--- config.mk ---
export PLATFORM = sky130hd
export DESIGN_NAME = note_sequencer_flat
export DESIGN_NICKNAME = d
export VERILOG_FILES = /design/src/rtl/note_sequencer_pkg.sv /design/src/rtl/note_sequencer_if.sv /design/src/rtl/note_sequencer_song_rom.sv /design/src/rtl/note_sequencer.sv /design/src/flat_wrapper.sv
export SDC_FILE = /design/constraint.sdc
export NUM_CORES = 1
export LEC_CHECK = 0
export ABC_CLOCK_PERIOD_IN_PS = 1700
export BUFFER_PORTS_ARGS = -buffer_cell sky130_fd_sc_hd__buf_2
export CORE_MARGIN = 3
export CORE_UTILIZATION = 47
export DETAILED_ROUTE_END_ITERATION = 8
export GPL_ROUTABILITY_DRIVEN = 1
export PLACE_DENSITY = 0.79
export SYNTH_ARGS = -nofsm -noshare
export SYNTH_HDL_FRONTEND = slang
export SYNTH_SLANG_ARGS = --single-unit
--- constraint.sdc ---
create_clock -name clk -period 1.7 [get_ports clk]
set_input_delay 0.51 -clock clk [delete_from_list [all_inputs] [get_ports clk]]
set_output_delay 0.51 -clock clk [all_outputs]
set_load 0.02 [all_outputs]
--- src/rtl/note_sequencer_pkg.sv ---
// Shared types and constants for the note sequencer and its song ROM.
package note_pkg;

   typedef enum logic [1:0] {
      IDLE  = 2'd0,
      PLAY  = 2'd1,
      PAUSE = 2'd2
   } seq_state_e;

   localparam int unsigned NOTE_C4   = 262;
   localparam int unsigned NOTE_D4   = 294;
   localparam int unsigned NOTE_E4   = 330;
   localparam int unsigned NOTE_G4   = 392;
   localparam int unsigned NOTE_REST = 0;

   localparam int unsigned LAST_BEAT_DEFAULT = 660;

endpackage

--- src/rtl/note_sequencer_if.sv ---
// Command/status bundle between a player controller and the note sequencer.
interface note_sequencer_if #(
   parameter int unsigned IBEAT_W = 10,
   parameter int unsigned TONE_W  = 32
);

   logic               beat_tick;
   logic               play;
   logic               pause;
   logic               stop;
   logic               loop_en;
   logic               song_sel;
   logic [IBEAT_W-1:0] ibeat;
   logic [TONE_W-1:0]  tone;
   logic               tone_valid;
   logic               busy;
   logic               song_done;

   modport master (
      output beat_tick, play, pause, stop, loop_en, song_sel,
      input  ibeat, tone, tone_valid, busy, song_done
   );

   modport slave (
      input  beat_tick, play, pause, stop, loop_en, song_sel,
      output ibeat, tone, tone_valid, busy, song_done
   );

endinterface

--- src/rtl/note_sequencer_song_rom.sv ---
// Combinational melody store: two short songs, silence past the written notes.
module song_rom
   import note_pkg::*;
#(
   parameter int unsigned IBEAT_W = 10,
   parameter int unsigned TONE_W  = 32
) (
   input  logic               song,
   input  logic [IBEAT_W-1:0] ibeat,
   output logic [TONE_W-1:0]  tone
);

   // Only beats 0..3 carry notes; everything above is a rest.
   always_comb begin
      tone = TONE_W'(NOTE_REST);
      if ((ibeat >> 2) == '0) begin
         unique case ({song, ibeat[1:0]})
            3'b0_00: tone = TONE_W'(NOTE_C4);
            3'b0_01: tone = TONE_W'(NOTE_C4);
            3'b0_10: tone = TONE_W'(NOTE_D4);
            3'b0_11: tone = TONE_W'(NOTE_REST);
            3'b1_00: tone = TONE_W'(NOTE_G4);
            3'b1_01: tone = TONE_W'(NOTE_E4);
            3'b1_10: tone = TONE_W'(NOTE_E4);
            3'b1_11: tone = TONE_W'(NOTE_REST);
            default: tone = TONE_W'(NOTE_REST);
         endcase
      end
   end

endmodule

--- src/rtl/note_sequencer.sv ---
// Beat-driven song sequencer: play/pause/stop/loop control and registered tone output.
module note_sequencer
   import note_pkg::*;
#(
   parameter int unsigned LAST_BEAT = LAST_BEAT_DEFAULT,
   parameter int unsigned IBEAT_W   = 10,
   parameter int unsigned TONE_W    = 32
) (
   input  logic            clk,
   input  logic            reset,
   note_sequencer_if.slave bus
);

   seq_state_e         state_q, state_d;
   logic [IBEAT_W-1:0] ibeat_q, ibeat_d;
   logic               song_q, song_d;
   logic               done_q, done_d;
   logic [TONE_W-1:0]  tone_q, tone_d;
   logic               tone_valid_q;
   logic               busy_q;
   logic [TONE_W-1:0]  rom_tone;
   logic               at_last;

   song_rom #(
      .IBEAT_W (IBEAT_W),
      .TONE_W  (TONE_W)
   ) u_song_rom (
      .song  (song_q),
      .ibeat (ibeat_q),
      .tone  (rom_tone)
   );

   assign at_last = (ibeat_q == IBEAT_W'(LAST_BEAT));

   // Next state: stop beats pause beats play beats beat_tick; accepted commands swallow the tick.
   always_comb begin
      state_d = state_q;
      ibeat_d = ibeat_q;
      song_d  = song_q;
      done_d  = 1'b0;
      unique case (state_q)
         IDLE: begin
            if (bus.play) begin
               song_d  = bus.song_sel;
               ibeat_d = '0;
               state_d = PLAY;
            end
         end
         PLAY: begin
            if (bus.stop) begin
               state_d = IDLE;
               ibeat_d = '0;
            end else if (bus.pause) begin
               state_d = PAUSE;
            end else if (bus.beat_tick) begin
               if (at_last) begin
                  done_d  = 1'b1;
                  ibeat_d = '0;
                  if (!bus.loop_en) state_d = IDLE;
               end else begin
                  ibeat_d = ibeat_q + 1'b1;
               end
            end
         end
         PAUSE: begin
            if (bus.stop) begin
               state_d = IDLE;
               ibeat_d = '0;
            end else if (!bus.pause && bus.play) begin
               state_d = PLAY;
            end
         end
         default: begin
            state_d = IDLE;
            ibeat_d = '0;
         end
      endcase
   end

   // Tone follows the beat that was current while playing, one cycle late.
   always_comb begin
      tone_d = (state_q == PLAY) ? rom_tone : '0;
   end

   // State and output registers with synchronous reset.
   always_ff @(posedge clk) begin
      if (reset) begin
         state_q      <= IDLE;
         ibeat_q      <= '0;
         song_q       <= 1'b0;
         done_q       <= 1'b0;
         tone_q       <= '0;
         tone_valid_q <= 1'b0;
         busy_q       <= 1'b0;
      end else begin
         state_q      <= state_d;
         ibeat_q      <= ibeat_d;
         song_q       <= song_d;
         done_q       <= done_d;
         tone_q       <= tone_d;
         tone_valid_q <= (tone_d != '0);
         busy_q       <= (state_d != IDLE);
      end
   end

   assign bus.ibeat      = ibeat_q;
   assign bus.tone       = tone_q;
   assign bus.tone_valid = tone_valid_q;
   assign bus.busy       = busy_q;
   assign bus.song_done  = done_q;

endmodule

--- src/flat_wrapper.sv ---
// flat-port wrapper written by rule: the top's interface ports become plain ports
module note_sequencer_flat import note_pkg::*;
#(
   parameter int unsigned LAST_BEAT = LAST_BEAT_DEFAULT,
   parameter int unsigned IBEAT_W   = 10,
   parameter int unsigned TONE_W    = 32
)
  (clk, reset, bus_beat_tick, bus_play, bus_pause, bus_stop, bus_loop_en, bus_song_sel, bus_ibeat, bus_tone, bus_tone_valid, bus_busy, bus_song_done);
  note_sequencer_if #(.IBEAT_W(IBEAT_W), .TONE_W(TONE_W)) bus_i ();
  input  logic clk;
  input  logic reset;
  input wire logic [$bits(bus_i.beat_tick)-1:0] bus_beat_tick;
  input wire logic [$bits(bus_i.play)-1:0] bus_play;
  input wire logic [$bits(bus_i.pause)-1:0] bus_pause;
  input wire logic [$bits(bus_i.stop)-1:0] bus_stop;
  input wire logic [$bits(bus_i.loop_en)-1:0] bus_loop_en;
  input wire logic [$bits(bus_i.song_sel)-1:0] bus_song_sel;
  output wire logic [$bits(bus_i.ibeat)-1:0] bus_ibeat;
  output wire logic [$bits(bus_i.tone)-1:0] bus_tone;
  output wire logic [$bits(bus_i.tone_valid)-1:0] bus_tone_valid;
  output wire logic [$bits(bus_i.busy)-1:0] bus_busy;
  output wire logic [$bits(bus_i.song_done)-1:0] bus_song_done;
  assign bus_i.beat_tick = bus_beat_tick;
  assign bus_i.play = bus_play;
  assign bus_i.pause = bus_pause;
  assign bus_i.stop = bus_stop;
  assign bus_i.loop_en = bus_loop_en;
  assign bus_i.song_sel = bus_song_sel;
  assign bus_ibeat = bus_i.ibeat;
  assign bus_tone = bus_i.tone;
  assign bus_tone_valid = bus_i.tone_valid;
  assign bus_busy = bus_i.busy;
  assign bus_song_done = bus_i.song_done;
  note_sequencer #(.LAST_BEAT(LAST_BEAT), .IBEAT_W(IBEAT_W), .TONE_W(TONE_W)) u_core (.clk(clk), .reset(reset), .bus(bus_i));
endmodule
# ---- Yosys cells after proc, flatten, opt, wreduce, memory -nomap -nowiden
# Memories as Yosys holds them, arrays and structs flattened.
# Index checks and enable logic that the tools add are counted.
dict set report totals {
  wordCells 46
  input_bits 8
  memories 1
  rom_bits 56
  ff_bits 48
}
dict set report op_classes {
  n_reduce_logical 9
  mux 19
  add_sub_neg 1
  eq_ne 7
  bitwise 2
}
# memory words width rd rd_ports_with_merged_regs wr line_no
set memory_table {}
lappend memory_table {{(name not given)} 8 7 1 0 0 note_sequencer_song_rom.sv:17} ;# unique case ({song, ibeat[1:0]})
# op n
set ops {}
lappend ops {{$mux W32} 2}
lappend ops {{$mux W10} 6}
lappend ops {{$reduce_bool A32 Y1} 1}
lappend ops {{$pmux W10 S3} 1}
lappend ops {{$mux W2} 8}
lappend ops {{$add A10 B1 Y10 const B} 1}
lappend ops {{$eq A10 B10 Y1 const B} 1}
lappend ops {{$logic_not A10 Y1} 1}
lappend ops {{$ne A3 B3 Y1 const B} 2}
lappend ops {{$pmux W2 S3} 1}
lappend ops {{$reduce_or A5 Y1} 1}
lappend ops {{$ne A2 B2 Y1 const B} 2}
lappend ops {{$reduce_and A4 Y1} 1}
lappend ops {{$eq A2 B1 Y1 const B} 1}
lappend ops {{$eq A2 B2 Y1 const B} 1}
lappend ops {{$logic_not A2 Y1} 1}
lappend ops {{$not A1 Y1} 2}
lappend ops {{$reduce_and A2 Y1} 1}
lappend ops {{$reduce_bool A2 Y1} 1}
lappend ops {{$logic_and A1 B1 Y1} 1}
lappend ops {{$logic_not A1 Y1} 1}
lappend ops {{$mux W1} 1}

# ---- Logic depth before layout (Yosys ltp)
dict set report logic_depth {
  ltp_word 7
  mapped_depth 6
}

# ---- By module
# From an unflattened synthesis, not the netlist that was laid out.
dict set report hier_totals {
  cells_unflattened 215
  area_unflattened_um2 2100.8
}
# module seq_area_each_um2 instances area_per_inst_um2 cells_each
set by_module_without_submodules {}
lappend by_module_without_submodules {note_sequencer 960.9 1 1737.9 169}
lappend by_module_without_submodules {song_rom 0.0 1 362.8 46}

# ---- Least setup slack after synthesis
# OpenSTA, ideal clock, no wires.
dict set report synth_timing {
  path_type {flip-flop to flip-flop}
  startpoint {reg u_core.ibeat_q[0] (netlist: u_core.bus.ibeat[0])}
  endpoint {reg u_core.ibeat_q[3] (netlist: u_core.bus.ibeat[3])}
  setup_slack_ns 0.038
  setup_ns 0.070
  path_stages_with_launch 7
  path_buffers 0
  t_required_ns 1.630
  synth_period_minus_slack_ns 1.662
  arrival_time_ns 1.592
  path_cell_list {dfxtp_1 inv_1 ha_1 and4_1 a31oi_1 o21bai_4 a21oi_1}
}
dict set report synth_via {
  elab_chain_cells 6
  word_cells_on_any_way 7
  cone_classes {add/sub: 1; eq/ne: 1; mux: 5}
}
# item line_no
set synth_lines {}
lappend synth_lines {{start: declaration} note_sequencer.sv:15} ;# logic [IBEAT_W-1:0] ibeat_q, ibeat_d;
lappend synth_lines {{start signal: assignment} note_sequencer.sv:97} ;# ibeat_q <= ibeat_d;
lappend synth_lines {{$add A10 B1 Y10 / $eq A10 B10 Y1 (equally long branches)} {note_sequencer.sv:61, note_sequencer.sv:33}}
lappend synth_lines {{$mux W10 (*)} note_sequencer.sv:56} ;# if (at_last) begin
lappend synth_lines {{$mux W10 (*)} note_sequencer.sv:55} ;# end else if (bus.beat_tick) begin
lappend synth_lines {{$mux W10 (*)} note_sequencer.sv:53} ;# end else if (bus.pause) begin
lappend synth_lines {{$mux W10 (*)} note_sequencer.sv:50} ;# if (bus.stop) begin
lappend synth_lines {{$pmux W10 S3 (*)} note_sequencer.sv:41} ;# unique case (state_q)
# Every way passes the cells marked *; elsewhere a longest branch is shown, timed or not. The select of a mux whose other input is x is not followed.
# A chain may end at the register's enable or synchronous reset.

# ---- Final worst setup path
dict set report layout_timing {
  startpoint {reg u_core.ibeat_q[0] (netlist: u_core.bus.ibeat[0])}
  endpoint {reg u_core.busy_q (netlist: u_core.bus.busy)}
}
dict set report layout_via {
  elab_chain_cells 7
}
# item line_no
set layout_lines {}
lappend layout_lines {{$eq A10 B10 Y1} note_sequencer.sv:33} ;# assign at_last = (ibeat_q == IBEAT_W'(LAST_BEAT));
lappend layout_lines {{$mux W2} note_sequencer.sv:56}
lappend layout_lines {{$mux W2} note_sequencer.sv:55}
lappend layout_lines {{$mux W2} note_sequencer.sv:53}
lappend layout_lines {{$mux W2} note_sequencer.sv:50}
lappend layout_lines {{$pmux W2 S3} note_sequencer.sv:41}
lappend layout_lines {{$reduce_bool A2 Y1} note_sequencer.sv:102} ;# busy_q <= (state_d != IDLE);
lappend layout_lines {{end signal: assignment} note_sequencer.sv:102}
lappend layout_lines {{end: declaration} note_sequencer.sv:20} ;# logic busy_q;
# No other way between the ends.

==> summary.md <==
| Metric | Value |
|---|---|
| Largest cells by area after synthesis | dfxtp_1, buf_4, a21oi_1 |
| Cells after Synth | around 140 |
| Clock share of power | between 20% and 30% |
| RePlAce Congestion | about 0.80 |
| Num rows | 18 |
| Final WL | between 2 and 2.5 mm |
| Placed wire-length estimate | 1.88 mm |
| Warnings, synthesis | 0 |
| Pint | ~700 uW |
| Unique masters post-synth | 38 |
| Post-synth ARST share | 0% |
| Number of max-cap violations | 0 |
| Pwr Density | 688 mW/mm2 |
| EDFF count, synth | 0 |
| Crit Path Category | reg2reg |
| Final min period | between 1.5 and 2 ns |
| Vias in the first global route | approximately 960 |
| Clock tree root driver cell | clkbuf_4 |
| Final #Nets | about 190 |
| Placement Setup Slack | -0.0974 ns |
| Worst path bufs/invs | 1 |
| Hold_buf cts | 0 |
| Die extent in y | around 57 um |
| Share of layout cells above drive strength 1 | between 20 and 30% |
| Pins Over Slew Limit | 0 |
| Clock Latency Late Sink | around 0.31 ns |
| Placed instance count | between 200 and 250 |
| Yosys top cell by area | dfxtp_1 |
| Critical Path AT | ~1.8 ns |
| Most frequent cell after synthesis | buf_4 |
| Worst Skew | just under 0.007 ns |
| ANT cells | 0 |
| Largest net degree at the start of global routing | 19 |
| Clock-pin slew on the worst setup and hold paths | between 0.1 and 0.15 ns |
| Status | complete, no violations |
| Syn Area/Cell | roughly 9 um2 |
| CTS tree | done |
| DR iter-0 viols | 10 |
| Post-route DRC | 0 |
| Post-synth top cells | buf_4, dfxtp_1, a21oi_1 |
| Setup crit start kind | flop |
| Port bufs | 27 |
| First-pass GRT wire length | 4.18 mm |
| TNS Setup | 0 ns |
| CTS max path bufs | 2 |
| CP cell instances | inv_1 > ha_1 > and4_1 > nand3_1 > nor4b_2 > o21bai_1 |
| Switching share of total power | between 20 and 30% |
| Worst-path fanout max | 3 |
| CTS Sinks | 23 |
| Register share of total power | between 50% and 60% |
| I/O pin count | 53 |
| Die area | between 0.003 and 0.004 mm2 |
| Initial core utilization | ~50% |
| Final period util | about 90% |
| FMAX | roughly 640 MHz |
| Worst vdd ir | slightly above 0.6 mV |
| Post-Syn Area | ~0.0012 mm2 |
| Worst Path Required | around 1.9 ns |
| WL per Instance | between 10 and 15 um |
| Top_reg_cell synth | dfxtp_1 |
| Post-route insts no fill | 206 |
| Vias per inst | around 5.1 |
| Initial antenna violation count | 0 |
| CP max-delay cell | dfxtp_1 |
| Hold Fails Final Rpt | 0 |
| RSZ-0062 raised after global routing | no |
| H-tree depth | 1 |
| GRT Total Usage | between 10% and 20% |
| Post-route ant nets | 0 |
| Hold slack | roughly 0.42 ns |
| Area Overhead vs Synth | 15.1% |
| Hold crit path type | in2reg |
| Total leakage power | about 0.66 nW |
| Post-synth top area share | 36.9% |
| Overflow left after global routing | 0 |
| Num CTS Buffers | 3 |
| Die X-Extent | approximately 57 um |
| Yosys reg bits | 23 |
| Vias | about 1100 |
| Core Area | 0.00250 mm2 |
| Comb pwr share | 18.1% |
| Register area share after synthesis | approximately 37% |
| DRT Pass-1 Iters | 4 |
| Number of fillers in the final layout | approximately 220 |
| Cell family with most CP delay | simple AND/OR/NAND/NOR gates |
| Net Sw Power | 287 uW |
| Setup Viol. Count Final | 0 |
| Fin worst setup slack | around 0.13 ns |
| CP peak stage delay | 0.35 ns |
| Crit. End Element | flop |
## kinds of logic after synthesis
family,synth area share (%)
AND/OR/NAND/NOR,22.2
AO/OA/AOI/OAI,16.5
other,0.301
buffers and inverters,18.4
flip-flops,36.9
XOR/XNOR,0.703
adder cells (fa/ha/maj),3.01
multiplexers,2.01
## tightest hold or removal path, delay by kind of cell
family	cells	cell delay [ns]
simple gates	1	0.07
mux	1	0.05
buf+inv	1	0.08
## final timing paths
path,from,end,slack [ns],cells after the start
worst max-delay path,u_core.bus.ibeat[0],u_core.bus.busy,0.13,6
worst min-delay path,bus_song_sel,u_core.song_q,0.42,3
worst max register to register,u_core.bus.ibeat[0],u_core.bus.busy,0.13,6
worst min register to register,u_core.bus.ibeat[9],u_core.bus.ibeat[9],0.53,2
## per-stage QoR
stage	utilization [%]	instance area [um2]	power, mW
after floorplan	-	1340	0.739
after global placement	55.9	1400	0.742
after detailed placement	55.9	1400	0.745
after CTS	57.0	1430	0.991
after global routing	57.4	1430	1.03
final	57.4	1430	0.986
## sequential cells by signal, summed over array words and instances, names as in the netlist
register               count
u_core.song_q              1
u_core.state_q             2
u_core.bus.tone            7
u_core.bus.ibeat          10
u_core.bus.song_done       1
u_core.bus.tone_valid      1
u_core.bus.busy            1
## per-layer routing
metal  up-vias  part of all wire, %  track usage, %  wire length (um)
li1        520                    -               -                 -
met1       487                   45            19.7              1090
met2        41                   47            27.1              1140
met3         2                  7.9            4.75               194
met4         0                 0.49            3.31                12
met5         -                    0               0                 0
## power groups by stage
| stage | clock network, mW | logic (mW) | registers [mW] |
|---|---|---|---|
| after detailed placement | 0 | 0.175 | 0.569 |
| after floorplan | 0 | 0.162 | 0.577 |
| final | 0.250 | 0.179 | 0.558 |
| after CTS | 0.258 | 0.176 | 0.558 |
| after global routing | 0.274 | 0.193 | 0.559 |
| after global placement | 0 | 0.172 | 0.569 |
## area by class of cell
cell class / instances / area [um2] / share of cell area (%)
inverter: 6 / 22.5 / 1.57
timing repair buffer: 38 / 230 / 16.1
multi-input combinational: 105 / 653 / 45.5
sequential: 23 / 463 / 32.3
tap: 30 / 37.5 / 2.62
clock buffer: 3 / 22.5 / 1.57
clock inverter: 1 / 5.00 / 0.349
## cells in the final DEF (no fill, tap or decap), types with 3 or more instances in the layout
| cell type | instances |
|---|---|
| a21oi_1 | 11 |
| and3_1 | 3 |
| buf_2 | 27 |
| buf_4 | 10 |
| clkbuf_4 | 3 |
| conb_1 | 25 |
| dfxtp_1 | 21 |
| ha_1 | 3 |
| inv_1 | 6 |
| nand2_1 | 4 |
| nand3_1 | 7 |
| nor2_1 | 5 |
| nor3_1 | 3 |
| nor3b_1 | 3 |
| o21ai_0 | 5 |
| o31ai_1 | 3 |
| or3_1 | 4 |
| or4_1 | 3 |
## repair_timing
| action | in CTS | in global routing |
|---|---|---|
| buffers inserted | 0 | 0 |
| resized for setup | 0 | 3 |
| setup endpoints to repair | 0 | 12 |
Note: power is estimated with default switching activity, not from simulation.
